$ cat src/rtl/mcycle_issue_scheduler_pkg.sv
// ---------------------------------------------------------------------------
// mcycle_issue_scheduler_pkg : shared thread/latency constants and tag type
// Revision: 1.0
// ---------------------------------------------------------------------------
`default_nettype none

package mcycle_issue_scheduler_pkg;

  localparam int THREADS_PER_CORE     = 4;
  localparam int MCYCLE_ARITH_LATENCY = 5;
  localparam int SCYCLE_ARITH_LATENCY = 1;
  localparam int THREAD_IDX_W         = $clog2(THREADS_PER_CORE);

  typedef logic [THREAD_IDX_W-1:0] thread_idx_t;

  typedef struct packed {
    logic        valid;
    logic        squashed;
    thread_idx_t thread;
  } mcycle_tag_t;

endpackage

`default_nettype wire

$ cat src/rtl/mcycle_issue_scheduler_rr_arbiter.sv
// ---------------------------------------------------------------------------
// rr_arbiter : round-robin arbiter, zero-latency one-hot grant plus index
// Revision: 1.0
// ---------------------------------------------------------------------------
`default_nettype none

module rr_arbiter #(
  parameter int N     = 4,
  parameter int IDX_W = $clog2(N)
) (
  input  logic             clk,
  input  logic             rst_ni,
  input  logic [N-1:0]     request_i,
  input  logic             update_en_i,
  output logic [N-1:0]     grant_oh_o,
  output logic [IDX_W-1:0] grant_idx_o
);

  logic [IDX_W-1:0] rr_ptr_q;
  logic [IDX_W-1:0] w_idx;
  logic             w_found;

  // Scan starts just past the last winner; N is a power of two so the add wraps.
  always_comb begin
    grant_oh_o  = '0;
    grant_idx_o = '0;
    w_found     = 1'b0;
    w_idx       = '0;
    for (int off = 1; off <= N; off++) begin
      w_idx = rr_ptr_q + IDX_W'(off);
      if (!w_found && request_i[w_idx]) begin
        w_found            = 1'b1;
        grant_oh_o[w_idx]  = 1'b1;
        grant_idx_o        = w_idx;
      end
    end
  end

  always_ff @(posedge clk or negedge rst_ni) begin
    if (!rst_ni) begin
      rr_ptr_q <= IDX_W'(N - 1);
    end else if (update_en_i && w_found) begin
      rr_ptr_q <= grant_idx_o;
    end
  end

endmodule

`default_nettype wire

$ cat src/rtl/mcycle_issue_scheduler.sv
// ---------------------------------------------------------------------------
// mcycle_issue_scheduler : round-robin issue with writeback-slot reservation
// Revision: 1.0
// ---------------------------------------------------------------------------
`default_nettype none

module mcycle_issue_scheduler
  import mcycle_issue_scheduler_pkg::*;
#(
  parameter int THREADS        = THREADS_PER_CORE,
  parameter int MCYCLE_LATENCY = MCYCLE_ARITH_LATENCY,
  parameter int SCYCLE_LATENCY = SCYCLE_ARITH_LATENCY,
  parameter int CNT_WIDTH      = 3
) (
  input  logic               clk,
  input  logic               reset,
  input  logic [THREADS-1:0] thread_ready,
  input  logic [THREADS-1:0] thread_is_mcycle,
  input  logic [THREADS-1:0] thread_has_dest,
  input  logic               wb_rollback_en,
  input  thread_idx_t        wb_rollback_thread_idx,
  output logic [THREADS-1:0] ts_grant_oh,
  output logic               ts_grant_valid,
  output thread_idx_t        ts_grant_thread_idx,
  output logic [THREADS-1:0] ts_mcycle_pending,
  output logic               ts_wb_expect_valid,
  output thread_idx_t        ts_wb_expect_thread_idx
);

  logic [MCYCLE_LATENCY-1:1] occ_q, occ_d;
  mcycle_tag_t               tag_q [MCYCLE_LATENCY];
  mcycle_tag_t               tag_d [MCYCLE_LATENCY];
  logic [CNT_WIDTH-1:0]      cnt_q [THREADS];
  logic [CNT_WIDTH-1:0]      cnt_d [THREADS];
  logic [CNT_WIDTH-1:0]      w_dec [THREADS];
  logic [THREADS-1:0]        w_inc;
  logic [THREADS-1:0]        w_eligible;
  logic [THREADS-1:0]        w_grant_oh;
  thread_idx_t               w_grant_idx;
  logic                      w_grant_mc;
  logic                      w_grant_dest;
  logic                      w_cnt_bad;

  // Requests are gated by reset so grants are quiet while reset is held.
  generate
    for (genvar i = 0; i < THREADS; i++) begin : g_elig
      assign w_eligible[i] = reset && thread_ready[i]
          && !(wb_rollback_en && (wb_rollback_thread_idx == thread_idx_t'(i)))
          && (!thread_has_dest[i] || thread_is_mcycle[i] || !occ_q[SCYCLE_LATENCY]);
    end
  endgenerate

  rr_arbiter #(
    .N     (THREADS),
    .IDX_W ($bits(thread_idx_t))
  ) u_rr_arbiter (
    .clk         (clk),
    .rst_ni      (reset),
    .request_i   (w_eligible),
    .update_en_i (1'b1),
    .grant_oh_o  (w_grant_oh),
    .grant_idx_o (w_grant_idx)
  );

  assign w_grant_mc   = |(w_grant_oh & thread_is_mcycle);
  assign w_grant_dest = |(w_grant_oh & thread_has_dest);

  always_comb begin
    occ_d = '0;
    for (int k = 1; k <= MCYCLE_LATENCY - 2; k++) begin
      occ_d[k] = occ_q[k+1] | (w_grant_dest && !w_grant_mc && (SCYCLE_LATENCY == k + 1));
    end
    occ_d[MCYCLE_LATENCY-1] = w_grant_dest && w_grant_mc;
  end

  // Squash is applied to entries as they shift, so the moved copy carries it.
  always_comb begin
    tag_d[0] = '{valid: w_grant_mc, squashed: 1'b0, thread: w_grant_idx};
    for (int j = 1; j < MCYCLE_LATENCY; j++) begin
      tag_d[j] = tag_q[j-1];
      if (wb_rollback_en && tag_q[j-1].valid && (tag_q[j-1].thread == wb_rollback_thread_idx)) begin
        tag_d[j].squashed = 1'b1;
      end
    end
  end

  // An entry leaves the count exactly once: entering the final stage, or on squash.
  always_comb begin
    w_cnt_bad = 1'b0;
    for (int i = 0; i < THREADS; i++) begin
      w_inc[i] = w_grant_mc && (w_grant_idx == thread_idx_t'(i));
      w_dec[i] = '0;
      for (int j = 0; j <= MCYCLE_LATENCY - 2; j++) begin
        if (tag_q[j].valid && !tag_q[j].squashed && (tag_q[j].thread == thread_idx_t'(i))
            && ((j == MCYCLE_LATENCY - 2)
                || (wb_rollback_en && (wb_rollback_thread_idx == thread_idx_t'(i))))) begin
          w_dec[i] = w_dec[i] + CNT_WIDTH'(1);
        end
      end
      cnt_d[i] = cnt_q[i] + CNT_WIDTH'(w_inc[i]) - w_dec[i];
      if ((cnt_q[i] > CNT_WIDTH'(MCYCLE_LATENCY))
          || (({1'b0, cnt_q[i]} + (CNT_WIDTH+1)'(w_inc[i])) < {1'b0, w_dec[i]})) begin
        w_cnt_bad = 1'b1;
      end
    end
  end

  always_ff @(posedge clk or negedge reset) begin
    if (!reset) begin
      occ_q <= '0;
      for (int j = 0; j < MCYCLE_LATENCY; j++) tag_q[j] <= '0;
      for (int i = 0; i < THREADS; i++) cnt_q[i] <= '0;
    end else begin
      occ_q <= occ_d;
      for (int j = 0; j < MCYCLE_LATENCY; j++) tag_q[j] <= tag_d[j];
      for (int i = 0; i < THREADS; i++) cnt_q[i] <= cnt_d[i];
    end
  end

  generate
    for (genvar i = 0; i < THREADS; i++) begin : g_pending
      assign ts_mcycle_pending[i] = |cnt_q[i];
    end
  endgenerate

  assign ts_grant_oh             = w_grant_oh;
  assign ts_grant_valid          = |w_grant_oh;
  assign ts_grant_thread_idx     = w_grant_idx;
  assign ts_wb_expect_valid      = tag_q[MCYCLE_LATENCY-1].valid && !tag_q[MCYCLE_LATENCY-1].squashed;
  assign ts_wb_expect_thread_idx = tag_q[MCYCLE_LATENCY-1].thread;

  a_cnt_range : assert property (@(posedge clk) disable iff (!reset) !w_cnt_bad);

endmodule

`default_nettype wire

$ cat config.mk
export PLATFORM = sky130hd
export DESIGN_NAME = mcycle_issue_scheduler
export DESIGN_NICKNAME = d
export VERILOG_FILES = /design/src/rtl/mcycle_issue_scheduler_pkg.sv /design/src/rtl/mcycle_issue_scheduler_rr_arbiter.sv /design/src/rtl/mcycle_issue_scheduler.sv
export SDC_FILE = /design/constraint.sdc
export NUM_CORES = 1
export LEC_CHECK = 0
export ABC_AREA = 1
export BUFFER_PORTS_ARGS = -buffer_cell sky130_fd_sc_hd__buf_2
export CAP_MARGIN = 20
export CORE_MARGIN = 4
export CORE_UTILIZATION = 45
export CTS_CLUSTER_SIZE = 12
export DETAILED_ROUTE_END_ITERATION = 16
export MAX_ROUTING_LAYER = met4
export PLACE_DENSITY = 0.6
export REMOVE_ABC_BUFFERS = 1
export SLEW_MARGIN = 10
export SYNTH_ARGS = -nofsm -noshare
export SYNTH_HDL_FRONTEND = slang
export SYNTH_SLANG_ARGS = --single-unit
export TNS_END_PERCENT = 10
$ cat constraint.sdc
create_clock -name clk -period 10.1 [get_ports clk]
set_input_delay 1.01 -clock clk [delete_from_list [all_inputs] [get_ports clk]]
set_output_delay 1.01 -clock clk [all_outputs]
set_load 0.02 [all_outputs]
==> results of run 1 <==
-- layout make-up --
| type | count | area (sq um) | share of cell area |
|---|---|---|---|
| Clock buffer | 8 | 80.08 | 0.02550 |
| Inverter | 61 | 229.0 | 0.07291 |
| Multi-Input combinational cell | 243 | 1659 | 0.5283 |
| Sequential cell | 37 | 928.4 | 0.2956 |
| Tap cell | 75 | 93.84 | 0.02988 |
| Timing Repair Buffer | 30 | 150.1 | 0.04781 |
-- power by group through the flow --
stage	Combinational [uW]	Clock, uW	Sequential [uW]
floorplan	588	0	279
global placement	757	0	289
detailed placement	772	0	289
CTS	778	101	287
global route	871	108	296
finish	760	97.6	286
-- metrics by stage --
step / hold slack [ps] / setup slack [ps] / area (sq um)
after global routing: 364.3 / 5516 / 3141
final: 358.4 / 5941 / 3141
after detailed placement: 342.6 / 5535 / 3060
after floorplan: 331.2 / 6399 / 2816
after CTS: 360.2 / 5825 / 3141
after global placement: 338.2 / 5606 / 3060
-- sequential cells by signal (all words and copies together) (netlist names) --
signal / flops
tag_d: 12
u_rr_arbiter.rr_ptr_q: 2
ts_wb_expect_thread_idx: 2
tag_q: 5
cnt_q: 12
occ_q: 4
-- final timing paths --
path | endpoint | from
hold reg to reg | occ_q[2] | occ_q[3]
min in group asynchronous | cnt_q[10] | reset
setup reg to reg | cnt_q[8] | u_rr_arbiter.rr_ptr_q[0]
setup / recovery | cnt_q[8] | reset
max in group asynchronous | cnt_q[5] | reset
hold / removal | occ_q[2] | occ_q[3]
-- cell usage in the layout (no fill, tap or decap), drive strengths merged, types with 6 or more instances in the layout --
master,netlist,routed
buf,6,30
nor3,9,9
xnor2,14,14
clkbuf,0,8
nor4,8,8
ha,32,32
dfrtp,35,35
nand2,71,71
nand3,40,40
inv,61,61
nor2,22,22
nand4,8,8
xor2,6,6
a21oi,7,7
-- kinds of logic (layout without fill, tap and decap cells) --
group	after synthesis	after routing	synth area share
and+or+nand+nor	166	166	0.3009
buffers and inverters	67	99	0.09418
DFF	37	37	0.3250
adders and majority gates	36	36	0.1682
xor gates and xnor gates	20	20	0.06132
AOI/OAI and AO/OA	17	17	0.03636
muxes	4	4	0.01402
-- worst max-delay path: stages --
cell	delay, ps
buf_2	690
nand2_1	100
inv_1	120
nand3_2	90
nand2_1	110
nand3_2	100
nand2_2	150
nor2_1	90
o21ai_1	120
nand2_1	140
nor2_4	170
inv_2	40
nor2_1	120
nand2_1	100
ha_1	280
inv_1	40
ha_1	180
fa_1	380
xnor2_1	190
xnor2_1	130
-- per-layer routing --
metal,wire length [microns],global-route usage,part of all wire
met4,97,0.05160,0.017
met3,245,0.03293,0.043
met2,2781,0.2904,0.49
met5,0,-,0
met1,2598,0.2004,0.45
==> reports/metrics.cfg, run 1 <==
[outcome]
status=finished clean

[power_and_ir_drop]
sw_frac_of_total=0.5150
p_leak_uw=0.001608
p_per_area_nw_per_um2=364.2
combPwrFrac=0.665
pwr-share-seq=0.250
p_total_uw=1144
peakVddDrop_mv=0.2027
p_sw_uw=589.1
internal-power_uw=554.8
p_clk_frac=0.085

[worst_setup_path]
r2r_setup_slack_ps=6250
cp.arrival_ps=4370
critPathLaunchType=input pin
crit_type=input pin to register
r2r_cells=20
worstPathRequired_ps=10310
crit_path_end_kind=register
crit_fanout=41

[drt]
firstDrtPassIters=7
vias=2309
via_per_inst=5.086
drt-total-wl_microns=5722
wl_per_cell_microns=12.60
drt-initial-drc-count=82
drc_errors=0
ant_nets=0

[clock_tree]
post_cts_buffers=0
cts_root_buf=clkbuf_8
cts_buffers=5
clkSinkCount=37
post_cts_resized=0
clkTransAtPathRegs_ps=70
clk-insertion-delay-late_ps=280
clock_path_buffers=2
holdBufCountCts=0
htree_levels=2
cts_tree=done

[placed_design]
gp_congestion=0.8823
place_inst=446
io_buffers=30
place_hpwl_microns=4568

[floorplanning]
core_area_sq_um=6026
die_area_sq_um=7686
dieHeight_microns=87.67
io_pins=31
rows=28
initial_core_util=0.4740
die_w_microns=87.67

[sta]
fin_skew_ps=3.895
relSlewSlack=0.3873
post-route-period-util=0.4118
rsz0062_at_grt=false
finalHoldViolations=0
period_needed_ps=4159
tightestPinTransition_ps=919.1
slew_violations=0
finalSetupViolCount=0
fmax_mhz=240.4
fin_setup_tns_ps=0

[yosys]
async_reset_ff_frac=1.000
synth_seq_cells=37
synth_cell_types=30
syn_area_per_cell_sq_um=8.232
yosys_warnings=0
synth_top_area_frac=0.3066
synth_common_cells=65 x nand2_1, 52 x inv_1, 35 x dfrtp_1
synth_area_sq_um=2856
yosysMostFrequentCell=nand2_1
synth_largest_area_cell=dfrtp_1
ys.flop_type=dfrtp_1
seq_area_frac_synth=0.3250
syn-instance-count=347
yosys-top-cells-area=dfrtp_1 31%, ha_1 14%, nand2_1 8.5%, inv_1 6.8%, nand3_2 5.3%
synth_edf_count=0

[global_routing]
grt_usage=0.1694
grt_pass1_vias=2252
grt_max_degree=42
antenna_found_initial=0
overflow=0
grt_pass1_wl_microns=9936

[flow_run]
cap_viol_max_count=0

[layout]
antenna_cells=0
nets=431
fin_cells=454
fill_cells=597
layout-drive-gt1-share=0.1926
final_core_util=0.5212
synthToLayoutAreaGrowth_pct=9.943

[hold_path]
hold_path_depth=0
hp-class=register to register

Power figures use the tool's default switching activity.
==> run 2, diff against run 1 <==
clock period = 4.1 ns   (was 10.1 ns; I/O delays follow)
==> reports/metrics.cfg, run 2 (same netlist as run 1, synthesis figures left out) <==
[clock_tree]
holdBufCountCts=1  ; +1
clock_path_buffers=2  ; unchanged
clk-insertion-delay-late_ps=290  ; about the same
post_cts_resized=0  ; unchanged
clkSinkCount=37  ; unchanged
cts_tree=done
cts_buffers=5  ; unchanged
post_cts_buffers=0  ; unchanged
clkTransAtPathRegs_ps=70  ; about the same
cts_root_buf=clkbuf_8
htree_levels=2  ; unchanged

[layout]
nets=433  ; +0.46%
final_cell_mix=65 x nand2_1, 52 x inv_1, 35 x dfrtp_1
synthToLayoutAreaGrowth_pct=10.64
final_core_util=0.5245  ; +0.003323
regArea_sq_um=928.4  ; unchanged
multi_input_area_sq_um=1659  ; unchanged
fill_cells=608  ; +1.8%
layout-drive-gt1-share=0.1995  ; +0.006863
antenna_cells=0  ; unchanged
final_common_cell=nand2_1

[sta]
finalSetupViolCount=0  ; unchanged
fin_skew_ps=3.543  ; -0.3520 ps
relSlewSlack=0.4899  ; +0.1026
slew_violations=0  ; unchanged
post-route-period-util=0.8973
fin_setup_tns_ps=0  ; unchanged
tightestPinTransition_ps=758.2  ; -160.9 ps
finalHoldViolations=0  ; unchanged
whs_ps=354.1  ; -4.310 ps
layout_setup_ws_ps=421.2  ; -5519 ps
period_needed_ps=3679
rsz0062_at_grt=false
fmax_mhz=271.8

[placed_design]
place_hpwl_microns=4658  ; +2.0%
post-place-ws_ps=428.1  ; -5107 ps
gp_congestion=0.9744  ; +10%
io_buffers=30  ; unchanged

[worst_setup_path]
cp.arrival_ps=3890  ; -480 ps
cp_slowest_cell=dfstp_2
crit_type=register to register
worstPathRequired_ps=4310  ; -6000 ps
critical-path-max-stage-delay_ps=650  ; -40 ps
crit_fanout=12  ; -71%
crit_path_end_kind=register
critPathLaunchType=register
cp_cell_sequence=inv_2 > ha_1 > inv_1 > nand3_1 > nand2_2 > nand3_2 > nor2_1 > nor2_1 > nand2_1 > nand2_1 > nor2_4 > inv_2 > nor2_1 > nand2_1 > ha_1 > inv_1 > ha_1 > fa_1 > xnor2_1 > xnor2_1

[drt]
via_per_inst=5.070  ; -0.31%
ant_nets=0  ; unchanged
drt-total-wl_microns=5705  ; -0.30%
drt-initial-drc-count=94  ; +15%
wl_per_cell_microns=12.51  ; -0.73%
vias=2312  ; +0.13%
drc_errors=0  ; unchanged
firstDrtPassIters=4  ; -3

[power_and_ir_drop]
peakVddDrop_mv=0.5993  ; +200%
p_leak_uw=0.001623  ; +0.90%
p_total_uw=2813  ; +150%
p_per_area_nw_per_um2=890.1  ; +140%

[floorplanning]
core_area_sq_um=6026  ; unchanged
dieHeight_microns=87.67  ; unchanged
rows=28  ; unchanged
die_w_microns=87.67  ; unchanged
initial_core_util=0.4740  ; unchanged
die_area_sq_um=7686  ; unchanged
io_pins=31  ; unchanged

[global_routing]
grt_max_degree=34  ; -19%
grt_pass1_wl_microns=9846  ; -0.91%
antenna_found_initial=0  ; unchanged
grt_pass1_vias=2257  ; +0.22%
overflow=0  ; unchanged
grt_usage=0.1693  ; about the same

[flow_run]
cap_viol_max_count=0  ; unchanged

[outcome]
status=finished clean

[hold_path]
hp-class=register to register

==> run 2: path summary, 6_finish.rpt <==
check / endpoint / startpoint / slack, ps / depth (start not counted)
worst min-delay path: occ_q[3] / occ_q[4] / 350 / 0
worst min register to register: occ_q[3] / occ_q[4] / 350 / 0
worst max register to register: cnt_q[8] / u_rr_arbiter.rr_ptr_q[0] / 420 / 20
worst max-delay path: cnt_q[8] / u_rr_arbiter.rr_ptr_q[0] / 420 / 20
max in group asynchronous: u_rr_arbiter.rr_ptr_q[0] / reset / 2840 / 3
min in group asynchronous: occ_q[4] / reset / 560 / 2
==> run 2: stage by stage <==
stage | instance area [sq um] | std cells
6_report | 3161 | 456
5_1_grt | 3161 | 456
4_1_cts | 3161 | 456
3_3_place_gp | 3068 | 447
3_5_place_dp | 3068 | 447
2_1_floorplan | 2816 | 341
==> run 2: final cells by class <==
| type | instances | area share |
|---|---|---|
| Clock buffer | 6 | 0.02296 |
| Clock inverter | 2 | 0.003167 |
| Inverter | 61 | 0.07245 |
| Multi-Input combinational cell | 243 | 0.5249 |
| Sequential cell | 37 | 0.2937 |
| Tap cell | 75 | 0.02969 |
| Timing Repair Buffer | 32 | 0.05305 |
==> run 2: critical path, delay by kind of cell, from the launching register on <==
kind          cells  cell delay [ps]
xor+xnor          2              330
flops             1              650
buf+inv           4              350
fa+ha+maj         4             1200
simple gates     10             1090
==> run 2: per-layer routing <==
layer / up-vias / track usage / part of all wire / routed length, microns
met3: 8 / 0.02258 / 0.042 / 241
li1: 1185 / - / - / -
met4: 0 / 0.05858 / 0.016 / 90
met5: - / - / 0 / 0
met1: 1068 / 0.2057 / 0.46 / 2611
met2: 51 / 0.2877 / 0.48 / 2761
==> run 2: power breakdown <==
part	leakage, uW	switching (uW)	total [uW]	internal, uW
registers	0.000453	142	705	563
logic	0.00112	1180	1860	678
clock network	0.0000450	129	247	118
total	0.00162	1450	2810	1360
